`config.mk`:
```
export PLATFORM = sky130hd
export DESIGN_NAME = rts_bist_ctrl_mc
export DESIGN_NICKNAME = d
export VERILOG_FILES = /design/src/rtl/rts_bist_ctrl_mc.sv
export SDC_FILE = /design/constraint.sdc
export NUM_CORES = 1
export LEC_CHECK = 0
export CAP_MARGIN = 20
export CORE_MARGIN = 1.5
export CORE_UTILIZATION = 37
export DETAILED_ROUTE_END_ITERATION = 10
export GPL_ROUTABILITY_DRIVEN = 1
export MAX_ROUTING_LAYER = met4
export PLACE_DENSITY_LB_ADDON = 0.15
export SLEW_MARGIN = 0
export SYNTH_ARGS = -nofsm -noshare
export SYNTH_HDL_FRONTEND = slang
export SYNTH_SLANG_ARGS = --single-unit
```
`constraint.sdc`:
```
create_clock -name clk -period 2.25 [get_ports clk]
set_input_delay 0.5625 -clock clk [delete_from_list [all_inputs] [get_ports clk]]
set_output_delay 0.5625 -clock clk [all_outputs]
set_load 0.01 [all_outputs]
```
`src/rtl/rts_bist_ctrl_mc.sv`:
```
// Multi-chain RTS BIST session controller: init, load/capture rounds, unload, on-chip signature compare.
// Optional macro RTS_CYCLE_CNT_EN enables the saturating tick_cnt session-cycle counter.
module rts_bist_ctrl_mc #(
   parameter int NUM_CHAINS = 2,
   parameter int CNT_W      = 8,
   parameter int RND_W      = 16,
   parameter int MISR_W     = 24,
   parameter int SISA_W     = 16
) (
   input  logic                         clk,
   input  logic                         masterRst,
   input  logic                         start,
   input  logic [CNT_W-1:0]             shift_len,
   input  logic [RND_W-1:0]             num_rounds,
   input  logic [NUM_CHAINS-1:0]        chain_mask,
   input  logic [MISR_W-1:0]            misr_sig,
   input  logic [NUM_CHAINS*SISA_W-1:0] sisa_sig,
   input  logic [MISR_W-1:0]            golden_misr,
   input  logic [NUM_CHAINS*SISA_W-1:0] golden_sisa,
   output logic                         NbarT,
   output logic                         internalRst,
   output logic                         PRPG_En,
   output logic                         MISR_En,
   output logic [NUM_CHAINS-1:0]        SRSG_En,
   output logic [NUM_CHAINS-1:0]        SISA_En,
   output logic                         busy,
   output logic                         done,
   output logic                         pass,
   output logic                         fail_misr,
   output logic [NUM_CHAINS-1:0]        fail_sisa,
   output logic [RND_W-1:0]             round_cnt,
   output logic [31:0]                  tick_cnt
);

   typedef enum logic [2:0] {
      ST_IDLE, ST_INIT, ST_LOAD, ST_CAPTURE, ST_UNLOAD, ST_COMPARE, ST_DONE
   } state_t;

   state_t                r_state;
   logic [CNT_W-1:0]      r_shift_len;
   logic [CNT_W-1:0]      r_shift_cnt;
   logic [RND_W-1:0]      r_num_rounds;
   logic [NUM_CHAINS-1:0] r_mask;
   logic [NUM_CHAINS-1:0] w_sisa_neq;
   logic                  w_start_ok;

   generate
      for (genvar gi = 0; gi < NUM_CHAINS; gi++) begin : g_sisa_cmp
         assign w_sisa_neq[gi] = sisa_sig[gi*SISA_W +: SISA_W] != golden_sisa[gi*SISA_W +: SISA_W];
      end
   endgenerate

   assign w_start_ok = start && (r_state == ST_IDLE || r_state == ST_DONE);

   // Outputs are assigned for the state being entered, so they line up with r_state.
   always_ff @(posedge clk) begin
      if (masterRst) begin
         r_state      <= ST_IDLE;
         r_shift_len  <= '0;
         r_shift_cnt  <= '0;
         r_num_rounds <= '0;
         r_mask       <= '0;
         NbarT        <= 1'b0;
         internalRst  <= 1'b1;
         PRPG_En      <= 1'b0;
         MISR_En      <= 1'b0;
         SRSG_En      <= '0;
         SISA_En      <= '0;
         busy         <= 1'b0;
         done         <= 1'b0;
         pass         <= 1'b0;
         fail_misr    <= 1'b0;
         fail_sisa    <= '0;
         round_cnt    <= '0;
      end else begin
         NbarT       <= 1'b0;
         internalRst <= 1'b0;
         PRPG_En     <= 1'b0;
         MISR_En     <= 1'b0;
         SRSG_En     <= '0;
         SISA_En     <= '0;
         case (r_state)
            ST_IDLE, ST_DONE: begin
               if (start) begin
                  r_shift_len  <= (shift_len == '0) ? CNT_W'(1) : shift_len;
                  r_num_rounds <= (num_rounds == '0) ? RND_W'(1) : num_rounds;
                  r_mask       <= (chain_mask == '0) ? '1 : chain_mask;
                  fail_misr    <= 1'b0;
                  fail_sisa    <= '0;
                  pass         <= 1'b0;
                  done         <= 1'b0;
                  busy         <= 1'b1;
                  internalRst  <= 1'b1;
                  round_cnt    <= RND_W'(1);
                  r_state      <= ST_INIT;
               end
            end
            ST_INIT: begin
               r_shift_cnt <= r_shift_len - CNT_W'(1);
               NbarT       <= 1'b1;
               SRSG_En     <= r_mask;
               SISA_En     <= r_mask;
               r_state     <= ST_LOAD;
            end
            ST_LOAD: begin
               if (r_shift_cnt == '0) begin
                  PRPG_En <= 1'b1;
                  MISR_En <= 1'b1;
                  r_state <= ST_CAPTURE;
               end else begin
                  r_shift_cnt <= r_shift_cnt - CNT_W'(1);
                  NbarT       <= 1'b1;
                  SRSG_En     <= r_mask;
                  SISA_En     <= r_mask;
               end
            end
            ST_CAPTURE: begin
               r_shift_cnt <= r_shift_len - CNT_W'(1);
               NbarT       <= 1'b1;
               SRSG_En     <= r_mask;
               SISA_En     <= r_mask;
               if (round_cnt < r_num_rounds) begin
                  round_cnt <= round_cnt + RND_W'(1);
                  r_state   <= ST_LOAD;
               end else begin
                  r_state   <= ST_UNLOAD;
               end
            end
            ST_UNLOAD: begin
               if (r_shift_cnt == '0) begin
                  r_state <= ST_COMPARE;
               end else begin
                  r_shift_cnt <= r_shift_cnt - CNT_W'(1);
                  NbarT       <= 1'b1;
                  SRSG_En     <= r_mask;
                  SISA_En     <= r_mask;
               end
            end
            ST_COMPARE: begin
               fail_misr <= misr_sig != golden_misr;
               fail_sisa <= r_mask & w_sisa_neq;
               pass      <= (misr_sig == golden_misr) && ((r_mask & w_sisa_neq) == '0);
               done      <= 1'b1;
               busy      <= 1'b0;
               r_state   <= ST_DONE;
            end
            default: r_state <= ST_IDLE;
         endcase
      end
   end

`ifdef RTS_CYCLE_CNT_EN
   logic [31:0] r_tick;
   // Incremented on each edge leaving INIT..COMPARE, so DONE shows the session length.
   always_ff @(posedge clk) begin
      if (masterRst || w_start_ok) begin
         r_tick <= '0;
      end else if (r_state != ST_IDLE && r_state != ST_DONE && r_tick != 32'hFFFF_FFFF) begin
         r_tick <= r_tick + 32'd1;
      end
   end
   assign tick_cnt = r_tick;
`else
   assign tick_cnt = 32'd0;
`endif

endmodule
```
# Word level (Yosys, flattened, before mapping)
# Index checks and enable logic that the tools add are counted.
[word_totals]
output_inout_bits = 62
reg_bits = 64
[classes]
bitwise = 2
eq_ne = 15
addsub = 3
reduce_logical = 19
muxes = 28
n_lt_le_gt_ge = 1
[op_table]
columns = ["cell", "n"]
rows = [
  ["two-way mux 16 bit", 3],
  ["inequality test 16 bit", 2],
  ["one-hot mux 16 bit (2 select lines)", 1],
  ["== test 24 bit", 1],
  ["inequality test 24 bit", 1],
  ["one-hot mux 3 bit (6 select lines)", 1],
  ["adder 16 x 1 -> 16 bit (second input constant)", 1],
  ["logical NOT 16 bit", 1],
  ["logical NOT 8 bit", 2],
  ["< comparator 16 bit", 1],
  ["two-way mux 8 bit", 2],
  ["one-hot mux 8 bit (2 select lines)", 1],
  ["subtractor 8 x 1 -> 8 bit (second input constant)", 2],
  ["two-way mux 3 bit", 4],
  ["inequality test 2 bit (second input constant)", 5],
  ["one-hot mux 1 bit (2 select lines)", 5],
  ["== test 3 bit (second input constant)", 3],
  ["one-hot mux 2 bit (2 select lines)", 2],
  ["OR reduction 2 bit", 4],
  ["== test 3 x 2 -> 1 bit (second input constant)", 2],
  ["two-way mux 1 bit", 6],
  ["two-way mux 2 bit", 3],
  ["AND reduction 2 bit", 3],
  ["AND reduction 3 bit", 2],
  ["7 further kinds", 10],
]

# Logic depth before layout (Yosys ltp)
# Gate-level depths: netlist (run 1).
[logic_depth]
word_depth = 5
ltp_mapped = 12

# Worst setup path after synthesis (run 1)
# OpenSTA, ideal clock, no wires.
[synth_path]
path_kind = "reg2reg"
start = "register round_cnt[15]"
end = "register round_cnt[0]"
path_slack_ps = -48
synth_period_minus_slack_ps = 2298
required_ps = 2185
arrival_ps = 2233
stages_incl_launch_ff = 9
setup_time_ps = 65
path_cell_list = "dfxtp_1 ha_1 nand4_1 or3_1 or4_4 nand3_4 buf_8 mux2_2 nor2_1"
[synth_via]
elab_chain_len = 3
[synth_rtl]
columns = ["item", "line", "rtl"]
rows = [
  ["from (decl)", "31", "output logic [RND_W-1:0] round_cnt,"],
  ["from (signal assigned)", "123", "round_cnt <= round_cnt + RND_W'(1);"],
  ["< comparator 16 bit", "122", "if (round_cnt < r_num_rounds) begin"],
  ["inequality test 2 bit (no line)", "--", ""],
  ["AND reduction 3 bit (no line)", "--", ""],
]
# No other way between the ends.
# A chain may end at the register's enable or synchronous reset.

# Worst setup path in the final report (run 1)
[layout_path]
start = "register round_cnt[14]"
end = "register round_cnt[9]"
# Same word-level chain as after synthesis.

==> impl_results.rst, run 1 <==
.. list-table::
   :header-rows: 1

   * - Metric
     - Value
   * - Number of warnings issued by yosys
     - 0
   * - Largest fanout on the critical path
     - 13
   * - H-tree depth
     - 3
   * - Floorplan Core Area
     - 0.0109 mm2
   * - Global-route wire length before repair
     - 20.0 mm
   * - Power per cell area
     - 694 mW/mm2
   * - Max Clock Freq
     - 443 MHz
   * - Number of CTS-inserted buffers
     - 9
   * - Clock insertion delay at the later pin of the skew report
     - 0.34 ns
   * - All-Layer GR Usage
     - 22.1%
   * - Total global routing overflow
     - 0
   * - Detail-routed net length per standard cell
     - 15.6 um
   * - Number of global-route vias before repair
     - 4230
   * - Max clock buf depth
     - 2
   * - Max-capacitance violation count
     - 0
   * - Layout cells sized above 1
     - 16.9%
   * - Synthesis-to-layout area growth
     - 61.4%
   * - Internal cell power
     - 3040 uW
   * - Gate Count Post-Synth
     - 521
   * - Largest stage delay, worst path
     - 0.49 ns
   * - Number of diodes
     - 0
   * - Max-slew headroom at the worst pin
     - 52.1%
   * - Cell at the slowest stage of the critical path
     - sky130_fd_sc_hd__or4_1
   * - Hold violation total from the final report
     - 0
   * - DIE AREA
     - 0.0120 mm2
   * - Count of nets left with antenna violations after detail routing
     - 0
   * - Final Skew
     - 0.00779 ns
   * - Category of the worst setup path launch point
     - flip-flop
   * - EDFF count, synth
     - 0
   * - Cells along the critical path
     - ha_4 > nand4_1 > buf_4 > nor2_1 > a2bb2oi_2 > buf_4 > nand3_4 > clkbuf_16 > or4_1 > a21oi_1
   * - Switching Fraction
     - 35.3%
   * - Maximum number of pins on one net before global-route repair
     - 27
   * - Hold-fix buffers at CTS
     - 0
   * - Pre-CTS setup slack
     - -0.217 ns
   * - Critical path's most frequent cell
     - sky130_fd_sc_hd__buf_4
   * - #FFs+latches synth
     - 64
   * - Setup crit end kind
     - flip-flop
   * - Final setup violating endpoints
     - 5
   * - Avg Inst Size Synth
     - 8.07 um2
   * - IR Drop Worst-Case VDD
     - 0.495 mV
   * - Final design utilization
     - 62.0%
   * - Cell leakage power
     - 0.00251 uW
   * - Hold depth
     - 2
   * - Antenna violations before repair
     - 0
   * - Count of vias placed by the detailed router
     - 4464
   * - Number of design-rule violations left by the first detailed-router iteration
     - 134
   * - Power share of the clock group
     - 28.1%
   * - Initial DRT Pass Iterations
     - 5
   * - Failing checks
     - setup timing
   * - Total wirelength of the detailed-routed design
     - 13.6 mm
   * - Starting utilization of the core area
     - 38.4%
   * - Sequential cell area fraction in the yosys report
     - 30.5%
   * - Sequential share of power
     - 31.6%
   * - Hold Path Class
     - reg -> reg
   * - Power Total
     - 4700 uW
   * - Ys flop type
     - sky130_fd_sc_hd__dfxtp_1
   * - Post-route DRC
     - 0
   * - Clock transition at the registers of the reported paths
     - 0.06 ns
   * - Arrival time at the worst endpoint
     - 2.53 ns
   * - Die extent in x
     - 110 um
   * - RSZ-0062 raised after global routing
     - yes
   * - Combinational Power Share
     - 40.4%
   * - Count of different cell masters after synthesis
     - 59
   * - Path depth of the worst reg2reg path
     - 10
   * - Number of placement rows
     - 38
   * - Number of port buffers
     - 170
   * - Die extent in y
     - 110 um
   * - Slew at the pin with the worst max-slew slack
     - 0.711 ns
   * - Total half-perimeter wirelength after legalization and detailed placement
     - 10.7 mm
   * - Post-route setup slack
     - -0.00771 ns
   * - Share of the cycle needed by the critical path after routing
     - 100%
   * - Boundary Pins
     - 203
   * - Async S/R FF share, synth
     - 0%
   * - Clock Tree Root
     - sky130_fd_sc_hd__clkbuf_16
   * - Crit path kind
     - reg -> reg
   * - Via/cell ratio
     - 5.10
   * - Status
     - finished with violations
   * - Tmin final
     - 2.26 ns
   * - Total clock sinks
     - 64
   * - Final slew viol count
     - 0
   * - Syn Std Cell Area
     - 0.00420 mm2
   * - Net Switching
     - 1660 uW
   * - Worst path required time
     - 2.52 ns
   * - Nets
     - 889
   * - TritonCTS clock tree
     - built
   * - RD Place Congestion
     - 0.888
==> per-layer routing <==
metal	wire length (um)	vias to the layer above	track usage [%]
met5	0	-	-
li1	-	2196	-
met2	6950	173	36.2
met3	704	19	3.62
met4	310	0	8.16
met1	5680	2076	27.5
==> final timing paths <==
check	from	end	slack (ns)
worst max-delay path	round_cnt[14]	round_cnt[9]	-0.008
worst min-delay path	done	done	0.46
worst max register to register	round_cnt[14]	round_cnt[9]	-0.008
worst min register to register	done	done	0.46
==> timing repair <==
item                                    in CTS  in global routing
endpoints found under the hold margin        0                  0
gates resized for setup                      6                 42
buffers inserted                             2                  2
gates cloned                                 0                  2
pin swaps                                    3                 11
endpoints found under the setup margin      16                 26
==> through the flow <==
stage          area (um2)  TNS [ns]  hold slack [ns]  instances
3_5_place_dp         6200     -3.32            0.457        853
6_report             6780   -0.0214            0.461        875
4_1_cts              6550   -0.0754            0.464        871
3_3_place_gp         6200     -3.06            0.443        853
2_1_floorplan        4330   -0.0611            0.436        552
5_1_grt              6780     -1.11            0.488        875
==> cell usage after synthesis (4+ instances only) <==
| library cell | count | area, um2 |
|---|---|---|
| sky130_fd_sc_hd__dfxtp_1 | 64 | 1280 |
| sky130_fd_sc_hd__nand2_1 | 61 | 229 |
| sky130_fd_sc_hd__xnor2_1 | 49 | 429 |
| sky130_fd_sc_hd__a21oi_1 | 39 | 195 |
| sky130_fd_sc_hd__buf_4 | 35 | 263 |
| sky130_fd_sc_hd__nor2_1 | 29 | 109 |
| sky130_fd_sc_hd__o21ai_0 | 27 | 135 |
| sky130_fd_sc_hd__inv_1 | 20 | 75.1 |
| sky130_fd_sc_hd__ha_1 | 18 | 225 |
| sky130_fd_sc_hd__nand4_1 | 18 | 113 |
| sky130_fd_sc_hd__nand3_1 | 14 | 70.1 |
| sky130_fd_sc_hd__nor4_1 | 11 | 68.8 |
| sky130_fd_sc_hd__or4_1 | 11 | 82.6 |
| sky130_fd_sc_hd__xor2_1 | 11 | 96.3 |
| sky130_fd_sc_hd__clkbuf_1 | 10 | 37.5 |
| sky130_fd_sc_hd__o31ai_1 | 9 | 67.6 |
| sky130_fd_sc_hd__nor3_1 | 8 | 40.0 |
| sky130_fd_sc_hd__or3_1 | 8 | 50.1 |
| sky130_fd_sc_hd__a31oi_1 | 5 | 31.3 |
| sky130_fd_sc_hd__mux2i_1 | 5 | 50.1 |
| sky130_fd_sc_hd__a21boi_0 | 4 | 30.0 |
| sky130_fd_sc_hd__and2_1 | 4 | 25.0 |
| sky130_fd_sc_hd__and3_1 | 4 | 25.0 |
| sky130_fd_sc_hd__buf_2 | 4 | 20.0 |
| sky130_fd_sc_hd__nor3b_1 | 4 | 30.0 |
==> cell usage in the layout (no fill, tap or decap), types with 5 or more instances in the layout <==
cell type                         count
sky130_fd_sc_hd__ha_1                 9
sky130_fd_sc_hd__dfxtp_2             11
sky130_fd_sc_hd__ha_4                 9
sky130_fd_sc_hd__conb_1              32
sky130_fd_sc_hd__xor2_1              10
sky130_fd_sc_hd__mux2i_1              5
sky130_fd_sc_hd__o31ai_1              8
sky130_fd_sc_hd__inv_1               13
sky130_fd_sc_hd__inv_2                8
sky130_fd_sc_hd__xnor2_1             49
sky130_fd_sc_hd__o21ai_0             25
sky130_fd_sc_hd__clkdlybuf4s50_1    170
sky130_fd_sc_hd__a21oi_1             34
sky130_fd_sc_hd__a21oi_2              8
sky130_fd_sc_hd__a31oi_1              5
sky130_fd_sc_hd__nand4_1             18
sky130_fd_sc_hd__or4_1               10
sky130_fd_sc_hd__dfxtp_1             53
sky130_fd_sc_hd__nand3_1             14
sky130_fd_sc_hd__nor3_1               8
sky130_fd_sc_hd__or3_1                6
sky130_fd_sc_hd__clkbuf_16           11
sky130_fd_sc_hd__buf_4               47
sky130_fd_sc_hd__nand2_1             61
sky130_fd_sc_hd__nor4_1              10
sky130_fd_sc_hd__nor2_1              26
==> state kept, by name (all words and copies together), names as in the netlist <==
name / flops
NbarT: 1
fail_misr: 1
internalRst: 1
round_cnt: 16
SISA_En: 2
r_shift_len: 8
r_num_rounds: 16
MISR_En: 1
fail_sisa: 2
busy: 1
r_mask: 2
r_state: 3
r_shift_cnt: 8
done: 1
pass: 1
==> cell type report <==
type,instances,area [um2]
Fill cell,987,4150
Multi-Input combinational cell,412,2800
Timing Repair Buffer,221,2140
Sequential cell,64,1290
Clock buffer,10,239
Tap cell,140,175
Inverter,22,82.6
Clock inverter,6,43.8
==> power by group through the flow <==
stage          Sequential (uW)  Combinational, uW  Clock [uW]
6_report                  1490               1900        1320
5_1_grt                   1510               2090        1390
4_1_cts                   1470               1820        1330
3_5_place_dp              1500               1780           0
3_3_place_gp              1490               1750           0
2_1_floorplan             1440               1110           0
==> worst max-delay path, delay by kind of cell (launching register included) <==
family	cells	cell delay, ns
flops	1	0.38
buf+inv	3	0.50
fa+ha+maj	1	0.22
compound gates	2	0.25
simple gates	4	0.83
==> kinds of logic after synthesis <==
logic type	after synthesis	share of synthesized area, %
AND/OR/NAND/NOR	184	22.7
buffers and inverters	76	10.6
adder cells (fa/ha/maj)	18	5.36
XOR/XNOR	61	12.9
other	1	0.0892
flip-flops	64	30.5
multiplexers	7	1.73
AO/OA/AOI/OAI	110	16.1
Power figures use the tool's default switching activity.
==> run 2, diff against run 1 <==
- ABC_CLOCK_PERIOD_IN_PS: unset -> 2250
==> results of run 2 <==
The final DEF is identical to that of run 1; final timing and power are the same.
